## src/rtl/hex_display_pkg.sv

```systemverilog
// Shared constants and helpers for the multiplexed hex display driver:
// segment encodings, the nibble-to-segment function and width helpers.
package hex_display_pkg;

    localparam logic [6:0] SEG_OFF = 7'h7F;

    // Active-high abcdefg (bit6=a ... bit0=g) for hex digits 0..F.
    localparam logic [6:0] SEG_PATTERN [16] = '{
        7'b1111110, 7'b0110000, 7'b1101101, 7'b1111001,
        7'b0110011, 7'b1011011, 7'b1011111, 7'b1110000,
        7'b1111111, 7'b1111011, 7'b1110111, 7'b0011111,
        7'b1001110, 7'b0111101, 7'b1001111, 7'b1000111
    };

    localparam int N_DIGITS_DEFAULT = 4;

    // $clog2 with a floor of 1 so single-entry counters still get a bit.
    function automatic int idx_width(input int n);
        return (n > 1) ? $clog2(n) : 1;
    endfunction

    localparam int IDX_W = idx_width(N_DIGITS_DEFAULT);

    function automatic logic [6:0] hex_to_seg(input logic [3:0] nibble);
        return ~SEG_PATTERN[nibble];
    endfunction

endpackage

```

## src/rtl/hex7seg_lut.sv

```systemverilog
// Combinational nibble to active-low 7-segment lookup.
module hex7seg_lut
    import hex_display_pkg::*;
(
    input  logic [3:0] nibble,
    output logic [6:0] seg
);

    assign seg = hex_to_seg(nibble);

endmodule

```

## src/rtl/hex_display_mux.sv

```systemverilog
// Time-multiplexed N-digit common-anode hex display driver with a double-buffered value.
// Optional leading-zero blanking: define HEX_DISPLAY_LZ_BLANK_EN.
module hex_display_mux
    import hex_display_pkg::*;
#(
    parameter int N_DIGITS    = 4,
    parameter int REFRESH_DIV = 50000
)(
    input  logic                  clk,
    input  logic                  reset,
    input  logic [4*N_DIGITS-1:0] value,
    input  logic                  load,
    input  logic                  blank,
    output logic [6:0]            seg,
    output logic [N_DIGITS-1:0]   an,
    output logic                  frame_done
);

    localparam int VW = 4 * N_DIGITS;
    localparam int IW = idx_width(N_DIGITS);
    localparam int CW = idx_width(REFRESH_DIV);
    localparam logic [CW-1:0]       CNT_LAST = CW'(REFRESH_DIV - 1);
    localparam logic [IW-1:0]       IDX_LAST = IW'(N_DIGITS - 1);
    localparam logic [N_DIGITS-1:0] AN_ONE   = N_DIGITS'(1);

    logic [CW-1:0]       cnt_q;
    logic [IW-1:0]       idx_q;
    logic [VW-1:0]       shadow_q;
    logic [VW-1:0]       active_q;
    logic                pending_q;
    logic                tick;
    logic                frame_end;
    logic [VW-1:0]       upper;
    logic [6:0]          cur_seg;
    logic [N_DIGITS-1:0] an_d;
    logic                lz_blank;

    assign tick      = (cnt_q == CNT_LAST);
    assign frame_end = tick && (idx_q == IDX_LAST);

    always_ff @(posedge clk or posedge reset) begin
        if (reset) begin
            cnt_q <= '0;
            idx_q <= '0;
        end else begin
            cnt_q <= tick ? '0 : cnt_q + CW'(1);
            if (tick) begin
                idx_q <= (idx_q == IDX_LAST) ? '0 : idx_q + IW'(1);
            end
        end
    end

    // A load landing on frame_end goes straight to active so it is not lost
    // for a whole extra frame.
    always_ff @(posedge clk or posedge reset) begin
        if (reset) begin
            shadow_q  <= '0;
            active_q  <= '0;
            pending_q <= 1'b0;
        end else if (load) begin
            shadow_q <= value;
            if (frame_end) begin
                active_q  <= value;
                pending_q <= 1'b0;
            end else begin
                pending_q <= 1'b1;
            end
        end else if (frame_end && pending_q) begin
            active_q  <= shadow_q;
            pending_q <= 1'b0;
        end
    end

    // upper holds the current digit and all more significant digits.
    assign upper = active_q >> {idx_q, 2'b00};
    assign an_d  = ~(AN_ONE << idx_q);

    hex7seg_lut u_lut (
        .nibble (upper[3:0]),
        .seg    (cur_seg)
    );

    always_comb begin
        lz_blank = 1'b0;
`ifdef HEX_DISPLAY_LZ_BLANK_EN
        lz_blank = (idx_q != '0) && (upper == '0);
`endif
    end

    always_ff @(posedge clk or posedge reset) begin
        if (reset) begin
            seg        <= SEG_OFF;
            an         <= '1;
            frame_done <= 1'b0;
        end else begin
            frame_done <= frame_end;
            if (blank) begin
                seg <= SEG_OFF;
                an  <= '1;
            end else begin
                seg <= lz_blank ? SEG_OFF : cur_seg;
                an  <= an_d;
            end
        end
    end

endmodule

```

## config.mk

```make
export PLATFORM = sky130hd
export DESIGN_NAME = hex_display_mux
export DESIGN_NICKNAME = d
export VERILOG_FILES = /design/src/rtl/hex_display_pkg.sv /design/src/rtl/hex7seg_lut.sv /design/src/rtl/hex_display_mux.sv
export SDC_FILE = /design/constraint.sdc
export NUM_CORES = 1
export LEC_CHECK = 0
export CAP_MARGIN = 25
export CORE_MARGIN = 4
export CORE_UTILIZATION = 35
export CTS_CLUSTER_SIZE = 25
export DETAILED_ROUTE_END_ITERATION = 8
export SYNTH_ARGS = -nofsm -noshare
export SYNTH_HDL_FRONTEND = slang
export SYNTH_HIERARCHICAL = 1
export SYNTH_SLANG_ARGS = --single-unit
```

## constraint.sdc

```tcl
create_clock -name clk -period 4.85 [get_ports clk]
set_clock_uncertainty 0.2 [all_clocks]
set_input_delay 0.7275 -clock clk [delete_from_list [all_inputs] [get_ports clk]]
set_output_delay 0.7275 -clock clk [all_outputs]
set_load 0.02 [all_outputs]
```

==> results.cfg <==
[run_status]
outcome = finished clean

[flow_run]
drv_cap = 0

[clock_network]
cts_buffers = 9
cts_sinks = 63
ctsResizeCount = 0
cts_hold_buf = 0
cts_root_buffer = clkbuf_8
ctsLongestPathBuffers = 2
post_cts_buffers = 0
cts_tree = yes
cts.clk_slew.worst_paths_ns = 0.07
insertion_delay_ns = 0.34
htree_levels = 3

[sta]
rsz0062_at_grt = false
hold_ws_ns = 0.303
final_hold_viol_count = 0
slew_viol_final = 0
finalSetupTns_ns = 0
timing.final.crit_share = 0.616
max_freq_ghz = 0.335
tightest_slew_ns = 0.850
period_minus_slack_ns = 2.99
relSlewSlack = 0.433
finalSetupViolCount = 0

[synthesis]
synth_fp_nets = 256
ys.flop_type = dfrtp_1
yosysTopAreaCell = dfrtp_1
avgSynthCellArea_sq_um = 13.1
ys_async_sr_fraction = 1.00
syn_area_sq_um = 2960
ys_seq_elements = 63
yosysWarnings = 6
synth-seq-area-share = 0.538
synth-edff-count = 0
synth.distinct_cells = 43
yosys-top-cells-area = dfrtp_1, dfstp_2, mux2_2, mux2_4, ha_1
synth_top_area_share = 0.440
syn_inst = 225

[setup_path]
crit_path_end_kind = flop
cp_slowest_cell = clkdlybuf4s50_1
crit_arrival_ns = 3.00
cp-start-kind = input pin
critPathKind = input pin to flop
cp_slowest_stage_delay_ns = 0.98
cp.required_ns = 4.87
path_max_fanout = 17
crit_chain = clkdlybuf4s50_1, nor2_1, or3_1, mux2_4

[placement]
port-buffer-count = 31
gp_congestion = 0.782
placed_cell_area_sq_um = 3340
dp_cells = 353
post-dp-hpwl_microns = 3640

[finish]
syn2layout_area_growth_pct = 18.4
drive_gt1_frac = 0.292
fill_cells = 786
multi_input_area_sq_um = 1260
seqCellArea_sq_um = 1590
final_common_cell = dfrtp_1
nNetsFinal = 290
instances_no_fill = 369
diodes = 0
mostFrequentLayoutCells = dfrtp_1, clkdlybuf4s50_1, mux2_2
fin_area_sq_um = 3500

[die]
rows = 33
core_region_area_sq_um = 8220
start_util = 0.360
fp.dieH_microns = 99.9
ios = 32
die_w_microns = 99.9
die_area_sq_um = 9990

[power_and_ir_drop]
p_per_area_nw_per_um2 = 298
leakagePower_nw = 1.49
ir_drop_mv = 0.181

[drt]
wirelength_microns = 5220
drc = 0
first_iter_violations = 73
first_pass_iters = 4
antenna_left = 0
wl_per_cell_microns = 14.1
viasPerCell = 4.78
num_vias = 1764

[global_routing]
grt_pass1_vias = 1874
grt_util_all_layers = 0.120
grt_pass1_wl_microns = 9180
antenna_found_initial = 0
grt_max_degree = 42
grt_overflow = 0

[worst_hold_path]
hp-class = flop to flop
synthesized netlist by cell type, types with 3 or more instances:
cell type / instances
mux4_2: 5
nand3_1: 4
nand2_1: 10
mux2_4: 10
clkbuf_1: 3
ha_1: 11
xnor2_1: 9
nor2_1: 18
nand2b_1: 5
dfrtp_1: 52
dfstp_2: 11
nand4_1: 7
or2_2: 7
mux2_2: 23
o21ai_0: 3
nor2b_1: 3
inv_1: 10
worst paths after layout:
path | depth (start not counted) | endpoint | slack, ns | start
max in group asynchronous | 3 | seg[3] | 2.91 | reset
min in group asynchronous | 2 | shadow_q[7] | 0.67 | reset
hold / removal | 1 | shadow_q[7] | 0.30 | shadow_q[7]
setup / recovery | 4 | active_q[0] | 1.86 | load
setup reg to reg | 5 | active_q[0] | 2.27 | cnt_q[0]
hold reg to reg | 1 | shadow_q[7] | 0.30 | shadow_q[7]
power breakdown:
part	total [W]	switching [W]	internal [W]
clock network	0.000391	0.000194	0.000197
logic	0.0000921	0.0000414	0.0000507
registers	0.000559	0.00000687	0.000552
total	0.00104	0.000243	0.000800
per-layer routing:
layer  track usage  share of wire
met2         0.186           0.47
met5             0              0
met4        0.0693          0.026
met3        0.0271          0.032
met1         0.154           0.47
logic make-up (layout without fill, tap and decap cells):
| logic type | count (synthesis) | in the layout | synth area share |
|---|---|---|---|
| adders and majority gates | 11 | 11 | 0.0465 |
| muxes | 40 | 40 | 0.183 |
| DFF | 63 | 63 | 0.538 |
| and+or+nand+nor | 70 | 70 | 0.137 |
| xor gates and xnor gates | 11 | 11 | 0.0326 |
| buffers and inverters | 19 | 58 | 0.0368 |
| AOI/OAI and AO/OA | 11 | 11 | 0.0258 |
stage by stage:
stage	power, W	setup WS [ns]	util
after floorplan	0.000626	2.36	-
after global placement	0.000661	1.53	0.406
after detailed placement	0.000664	1.47	0.406
after CTS	0.00106	1.84	0.426
after global routing	0.00110	1.71	0.426
final	0.00104	1.86	0.426
worst max-delay path: cells and delay by family:
family,cells,cell delay [ns]
buffers and inverters,1,0.98
multiplexers,1,0.42
AND/OR/NAND/NOR,2,0.86
registers in the layout, indices dropped and copies added (netlist names):
signal	cells
seg	7
an	4
cnt_q	16
active_q	16
shadow_q	16
frame_done	1
pending_q	1
idx_q	2
area by class of cell:
| cell class | count | share of cell area |
|---|---|---|
| Sequential cell | 63 | 0.454 |
| Clock inverter | 4 | 0.00643 |
| Multi-Input combinational cell | 143 | 0.359 |
| Inverter | 10 | 0.0107 |
| Timing Repair Buffer | 32 | 0.0907 |
| Tap cell | 105 | 0.0375 |
| Clock buffer | 12 | 0.0414 |
Power figures use the tool's default switching activity.
